File: src/rtl/int_to_fp32.sv
// Multi-cycle signed 32-bit integer to IEEE-754 single-precision converter,
// round-to-nearest-even, with one-bit-per-cycle normalization.
module int_to_fp32 (
  input  logic        clk,
  input  logic        rst_n,
  input  logic        in_valid,
  output logic        in_ready,
  input  logic [31:0] in_int,
  output logic        out_valid,
  input  logic        out_ready,
  output logic [31:0] out_fp,
  output logic        out_inexact
);

  typedef enum logic [1:0] {IDLE, NORM, ROUND, DONE} state_t;

  state_t      state, state_nx;
  logic        sign;
  logic [31:0] mag;
  logic [7:0]  exp;

  logic [22:0] frac;
  logic        g, s, roundup;
  logic [23:0] frac_sum;
  logic [7:0]  exp_r;

  assign in_ready  = (state == IDLE);
  assign out_valid = (state == DONE);

  // Once mag[31] is set, mag[30:8] is the fraction and mag[7:0] the discarded tail.
  always_comb begin
    frac     = mag[30:8];
    g        = mag[7];
    s        = |mag[6:0];
    roundup  = g & (s | frac[0]);
    frac_sum = {1'b0, frac} + {23'd0, roundup};
    // A carry out leaves frac_sum[22:0] at zero, so only the exponent moves.
    exp_r    = exp + {7'd0, frac_sum[23]};
  end

  // NOTE: default assigned first so every path drives state_nx and no latch is inferred.
  always_comb begin
    state_nx = state;
    unique case (state)
      IDLE:    if (in_valid) state_nx = (in_int == 32'd0) ? DONE : NORM;
      NORM:    if (mag[31]) state_nx = ROUND;
      ROUND:   state_nx = DONE;
      DONE:    if (out_ready) state_nx = IDLE;
      default: state_nx = IDLE;
    endcase
  end

  // NOTE: sequential state uses non-blocking assignments so all registers update together.
  always_ff @(posedge clk or negedge rst_n) begin
    if (!rst_n) begin
      state <= IDLE;
    end else begin
      state <= state_nx;
    end
  end

  always_ff @(posedge clk or negedge rst_n) begin
    if (!rst_n) begin
      sign        <= 1'b0;
      mag         <= 32'd0;
      exp         <= 8'd0;
      out_fp      <= 32'd0;
      out_inexact <= 1'b0;
    end else begin
      unique case (state)
        IDLE: begin
          if (in_valid) begin
            sign <= in_int[31];
            mag  <= in_int[31] ? (~in_int + 32'd1) : in_int;
            exp  <= 8'd158;
            if (in_int == 32'd0) begin
              out_fp      <= 32'd0;
              out_inexact <= 1'b0;
            end
          end
        end
        NORM: begin
          if (!mag[31]) begin
            mag <= {mag[30:0], 1'b0};
            exp <= exp - 8'd1;
          end
        end
        ROUND: begin
          out_fp      <= {sign, exp_r, frac_sum[22:0]};
          out_inexact <= g | s;
        end
        default: ;
      endcase
    end
  end

endmodule

File: config.mk
export PLATFORM = sky130hd
export DESIGN_NAME = int_to_fp32
export DESIGN_NICKNAME = d
export VERILOG_FILES = /design/src/rtl/int_to_fp32.sv
export SDC_FILE = /design/constraint.sdc
export NUM_CORES = 1
export LEC_CHECK = 0
export CORE_MARGIN = 2
export CORE_UTILIZATION = 30
export CTS_BUF_LIST = sky130_fd_sc_hd__clkbuf_4
export DETAILED_ROUTE_END_ITERATION = 10
export PLACE_DENSITY = 0.62
export SLEW_MARGIN = 25
export SYNTH_ARGS = -nofsm -noshare
export SYNTH_HDL_FRONTEND = slang
export SYNTH_SLANG_ARGS = --single-unit
File: constraint.sdc
create_clock -name clk -period 2.3 [get_ports clk]
set_clock_uncertainty 0.15 [all_clocks]
set_input_delay 0.46 -clock clk [delete_from_list [all_inputs] [get_ports clk]]
set_output_delay 0.46 -clock clk [all_outputs]
set_load 0.1 [all_outputs]
==> metrics, run 1 <==
hold wc startpoint out_fp[14]; GRT Total Usage 16.0%; Synth area leaders dfrtp_1, xor2_1, nand2_1, xnor2_1, o21ai_0; Max Clk Rate 0.438 GHz; num ports 71; initial core utilization 30.3%; detailed-route DRC error count 0; Hold Violations, Final 0; total length of routed wires 13,000 um; Yosys top cell by area dfrtp_1; end of the worst hold path out_fp[14]; row count 46; Yosys reg bits 76; die width 130 um; peak supply drop 0.417 mV; FF-to-FF Start state[1]; Routed Antenna Nets 0; share of post-route cells with drive strength above 1 27.4%; antenna violations before repair 1; Vias per Instance 4.93; clock root cell clkbuf_4; largest family of logic cells by synthesized area simple AND/OR/NAND/NOR gates; fin nets 712; Final Wtd Congestion 0.839; CTS tree yes; # port buffers 70; max-cap violations 0; H-tree levels 3; cell area after synthesis 0.00477 sq mm; count of non-filler cells in the finished layout 889; worst path cell trace clkdlybuf4s50_1 -> or3_4 -> or3_4 -> buf_4 -> o41ai_2 -> xor2_1 -> o21ai_1; crit path time final 2.28 ns; Synth Area in Adders 2.36%; Hold Crit Depth 2; Distinct cells, synth 59; Worst R2R End mag[17]; Synth Area in XOR/XNOR 10.7%; multiplexer fraction of the synthesized cell area 1.34%; Worst Hold Class reg2reg; die area 0.0169 sq mm; post-detail-place hpwl 10,000 um; Initial DRC Count 317; synth cell count leaders dfrtp_1, nand2_1, o21ai_0, xor2_1, nor2_1; synthesis-to-finish area growth 37.7%; WL per Instance 14.6 um; die height 130 um; share of the clock period used by the worst path 99.2%; CP startpoint kind input port; status completed; Worst EP required 2.51 ns; Final Core Density 41.8%; largest net degree at the start of global routing 49; Clock Path Buffers 2; number of buffers created by CTS 9; fillcell total 1,527; worst-path fanout max 5; Synth Flop Type dfrtp_1; synth warn 0; instance count on the critical path 7; Mapped Nets 573; RSZ-0062 raised after global routing true; slowest cell on the critical path clkdlybuf4s50_1; Clock Latency Late Sink 0.47 ns; Worst path top cell family by delay simple AND/OR/NAND/NOR gates; number of flops mapped to enable cells by yosys 0; Crit path arrival time 2.49 ns; Slew Limit Fails 0; asr flop ratio synth 100%; Post-Syn Area per Cell 9.03 sq um; clock-pin slew on the worst setup and hold paths 0.13 ns; clock sink count 76; max incr delay on CP 0.46 ns; r2r worst-path depth 8; Post-Synthesis Cells 528; crit path buf inv count 2; P per Cell Area 1350 mW/mm^2; simple-gate share of the synthesized area 23.4%; Seq/Total Area, Yosys 39.9%; via count 4,386; area share of the largest cell type after synthesis 39.9%; most used cell, CP or3_4; Reg2Reg Setup Slack 0.11 ns; core area 0.0157 sq mm; Post-Place Cells 864; Leak Pwr 2.78 nW; vias in the first global route 4,242; sum of negative setup slack 0 ns; WS Path Type in2reg; Worst setup EP type flop; post-synthesis compound-gate area fraction 17.5%; grt ovf 0; WHS 0.348 ns; Worst-Margin Slew 0.643 ns; first-pass GRT wire length 21,600 um; Pre-antenna DRT Iters 5; Rel. slew slack 57.1%; Final setup viols 0
report_power, final:
part	switching (mW)	total (mW)	internal, mW
registers	0.365	2.26	1.90
logic	3.73	5.52	1.79
clock network	0.503	1.06	0.556
worst max path at each step:
stage / startpoint / to / slack, ns
floorplan: in_int[1] / mag[16] / -0.05
global placement: in_int[1] / mag[26] / -0.67
detailed placement: in_int[1] / mag[30] / -0.69
CTS: mag[7] / out_fp[30] / 0.02
global route: in_int[5] / mag[15] / 0.002
finish: in_int[5] / mag[27] / 0.02
worst min-delay path, delay by kind of cell (launching register included):
kind	cells	cell delay, ns
AO/OA/AOI/OAI	1	0.06
AND/OR/NAND/NOR	1	0.05
flip-flops	1	0.37
routing by layer:
layer  GRT usage (%)  part of all wire, %  vias to the layer above
li1                -                    -                     2182
met1            23.1                   49                     2071
met2            23.9                   44                      116
met3            3.16                  4.4                       17
met4            5.76                  2.0                        0
met5               0                    0                        -
through the flow:
step	worst slack (ns)	cell area (sq um)	total power, mW
floorplan	-0.0483	4810	6.00
global placement	-0.669	6240	7.66
detailed placement	-0.693	6240	7.78
CTS	0.0150	6500	8.83
global route	0.00202	6560	9.41
finish	0.0191	6560	8.84
what timing repair did:
action                     4_1_cts  5_1_grt
gates resized for setup         11       11
gates cloned                     1        0
hold buffers                     1        0
setup endpoints to repair       53       28
setup buffers                    4        2
hold endpoints to repair        28        0
pin swaps                        4        7
cell usage in the layout (no fill, tap or decap), types with 3 or more instances in the layout:
cell type and instances:
xnor2_1 24, bufinv_16 3, o21ai_1 9, clkdlybuf4s50_1 30, o31ai_1 12, buf_12 7, o41ai_2 6, nand2b_1 3
a21oi_1 15, clkbuf_4 9, nor4_2 3, buf_4 119, xor2_1 34, nor4_1 10, nor2_1 28, or3_1 3
dfrtp_1 76, o211ai_1 5, o21ai_0 36, ha_1 7, o41ai_1 3, nand4_1 8, nand4b_1 3, and3_1 12
a211oi_1 3, or3_4 4, nand2_1 76, o41ai_4 3, nor3_1 14, inv_1 7, and4_1 5, mux2i_1 3
nand3_1 25, o21a_1 3, o31ai_2 4, dlygate4sd2_1 4
flip-flops by register name, indices dropped and copies added (netlist names):
register and cells:
sign 1, mag 32, state 2, out_inexact 1, exp 8, out_fp 32
logic make-up after synthesis:
kind of cell    after synthesis
simple gates                218
flops                        76
compound gates              114
fa+ha+maj                     9
mux                           6
xor+xnor                     58
buf+inv                      47
cell type report:
cell class              count  area (sq um)  share of cell area (%)
clock buffers               9          67.6                    1.03
flip-flops and latches     76          1900                    29.0
diodes                      1          2.50                  0.0381
inverters                  11          62.6                   0.953
well taps                 216           270                    4.12
multi-input cells         406          2740                    41.7
repair buffers            163          1400                    21.3
clock inverters             7           124                    1.89
Note: power is estimated with default switching activity, not from simulation.
==> inputs of run 2 (changes only) <==
Settings changed: PLACE_DENSITY 0.62 to default.
==> run 2 against run 1 <==
Critical path depth stayed put. Wire length is 2.2% higher. Flip-flop and latch count stayed put. Non-clock buffer count is 2 higher. Combinational power is 0.7% lower. Sequential power hardly changed.
==> metrics, run 2 (same netlist as run 1, synthesis figures left out) <==
status completed; Clock Latency Late Sink 0.44 ns; Final setup viols 0; Slew Limit Fails 0; Seq. cell area 0.00190 sq mm; clock-pin slew on the worst setup and hold paths 0.12 ns; core area 0.0157 sq mm; P per Cell Area 1320 mW/mm^2; antenna violations before repair 1; max-cap violations 0; commonest cells after routing, fill and taps aside buf_4, nand2_1, dfrtp_1, o21ai_0, xor2_1; Pre-antenna DRT Iters 4; Clock Path Buffers 2; first-pass GRT wire length 21,600 um; crit path time final 2.24 ns; Worst setup EP type flop; total length of routed wires 13,200 um; row count 46; Worst-Margin Slew 0.530 ns; WL per Instance 14.9 um; commonest non-fill, non-tap cell in the layout buf_4; CTS tree yes; worst path cell trace clkdlybuf4s50_1 -> or2_4 -> or3_4 -> buf_4 -> o41ai_2 -> xor2_1 -> o211ai_1; via count 4,395; Initial DRC Count 325; post-detail-place hpwl 10,000 um; clock sink count 76; Crit path arrival time 2.42 ns; detailed-route DRC error count 0; WS Path Type in2reg; worst-path fanout max 4; FF-to-FF Start state[1]; peak supply drop 0.463 mV; share of post-route cells with drive strength above 1 28.2%; Routed Antenna Nets 0; Leak Pwr 2.84 nW; Final Wtd Congestion 0.848; Max Clk Rate 0.447 GHz; largest net degree at the start of global routing 77; CP startpoint kind input port; num ports 71; slowest cell on the critical path clkdlybuf4s50_1; area of the multi-input gates 0.00279 sq mm; Worst Hold Class reg2reg; hold wc startpoint out_fp[7]; crit path buf inv count 2; share of the clock period used by the worst path 97.3%; die width 130 um; max incr delay on CP 0.49 ns; initial core utilization 30.3%; Top Registers mag: 32 flops, out_fp: 32 flops, exp: 8 flops; vias in the first global route 4,216; fillcell total 1,546; WHS 0.340 ns; clock root cell clkbuf_4; Power, Total 8.69 mW; die area 0.0169 sq mm; Rel. slew slack 64.6%; die height 130 um; Vias per Instance 4.93; fin nets 714; H-tree levels 3; number of buffers created by CTS 9; GRT Total Usage 16.2%; grt ovf 0; Worst EP required 2.48 ns; # port buffers 70; RSZ-0062 raised after global routing false; synthesis-to-finish area growth 38.5%; CP Launch Point in_int[8]; Worst path top cell family by delay simple AND/OR/NAND/NOR gates; Hold Violations, Final 0
-- run 2: path summary, 6_finish.rpt --
check	endpoint	slack, ns	cells past startpoint
max	mag[16]	0.06	7
min	out_fp[7]	0.34	2
max reg2reg	mag[17]	0.18	8
min reg2reg	out_fp[7]	0.34	2
max in group asynchronous	out_fp[5]	1.24	3
min in group asynchronous	out_fp[27]	0.40	3
-- run 2: final cells by class --
type / instances / share of cell area (%)
Tap cell: 216 / 4.09
Antenna cell: 1 / 0.0379
Inverter: 11 / 0.891
Multi-Input combinational cell: 406 / 42.2
Timing Repair Buffer: 165 / 21.5
Sequential cell: 76 / 28.8
Clock inverter: 5 / 1.16
Clock buffer: 11 / 1.25
-- run 2: stage by stage --
step	setup slack, ns	setup TNS [ns]	std cells	utilization, %	cell area, sq um
6_report	0.0611	0	891	42.0	6600
3_3_place_gp	-0.669	-28.50	867	39.8	6260
4_1_cts	0.00533	0	889	41.5	6520
3_5_place_dp	-0.748	-29.44	867	39.8	6260
5_1_grt	0.000444	0	891	42.0	6600
2_1_floorplan	-0.0483	-0.0494	528	-	4810
-- run 2: worst reg2reg max path, cell delays in order (launching register included) --
cell,delay [ns]
dfrtp_1,0.43
inv_1,0.13
ha_4,0.21
mux2_4,0.31
buf_4,0.17
nand2_1,0.11
buf_12,0.17
nor3_1,0.08
nor4_2,0.27
-- run 2: layer usage --
layer	share of wire, %	GRT usage, %
met3	4.1	2.79
met4	1.4	5.12
met5	0	0
met1	49	23.2
met2	45	24.9
-- run 2: timing repair --
action,in CTS,in global routing
gates cloned,1,0
hold buffers,1,0
gates resized for setup,17,16
endpoints found under the setup margin,24,29
endpoints found under the hold margin,76,0
setup buffers,4,1
pin swaps,8,10
-- run 2: power by group --
group	switching, mW	internal, mW	total (mW)	leakage [nW]
clock	0.473	0.460	0.933	0.0845
combinational	3.71	1.77	5.48	1.83
sequential	0.384	1.90	2.28	0.929
total	4.56	4.13	8.69	2.84
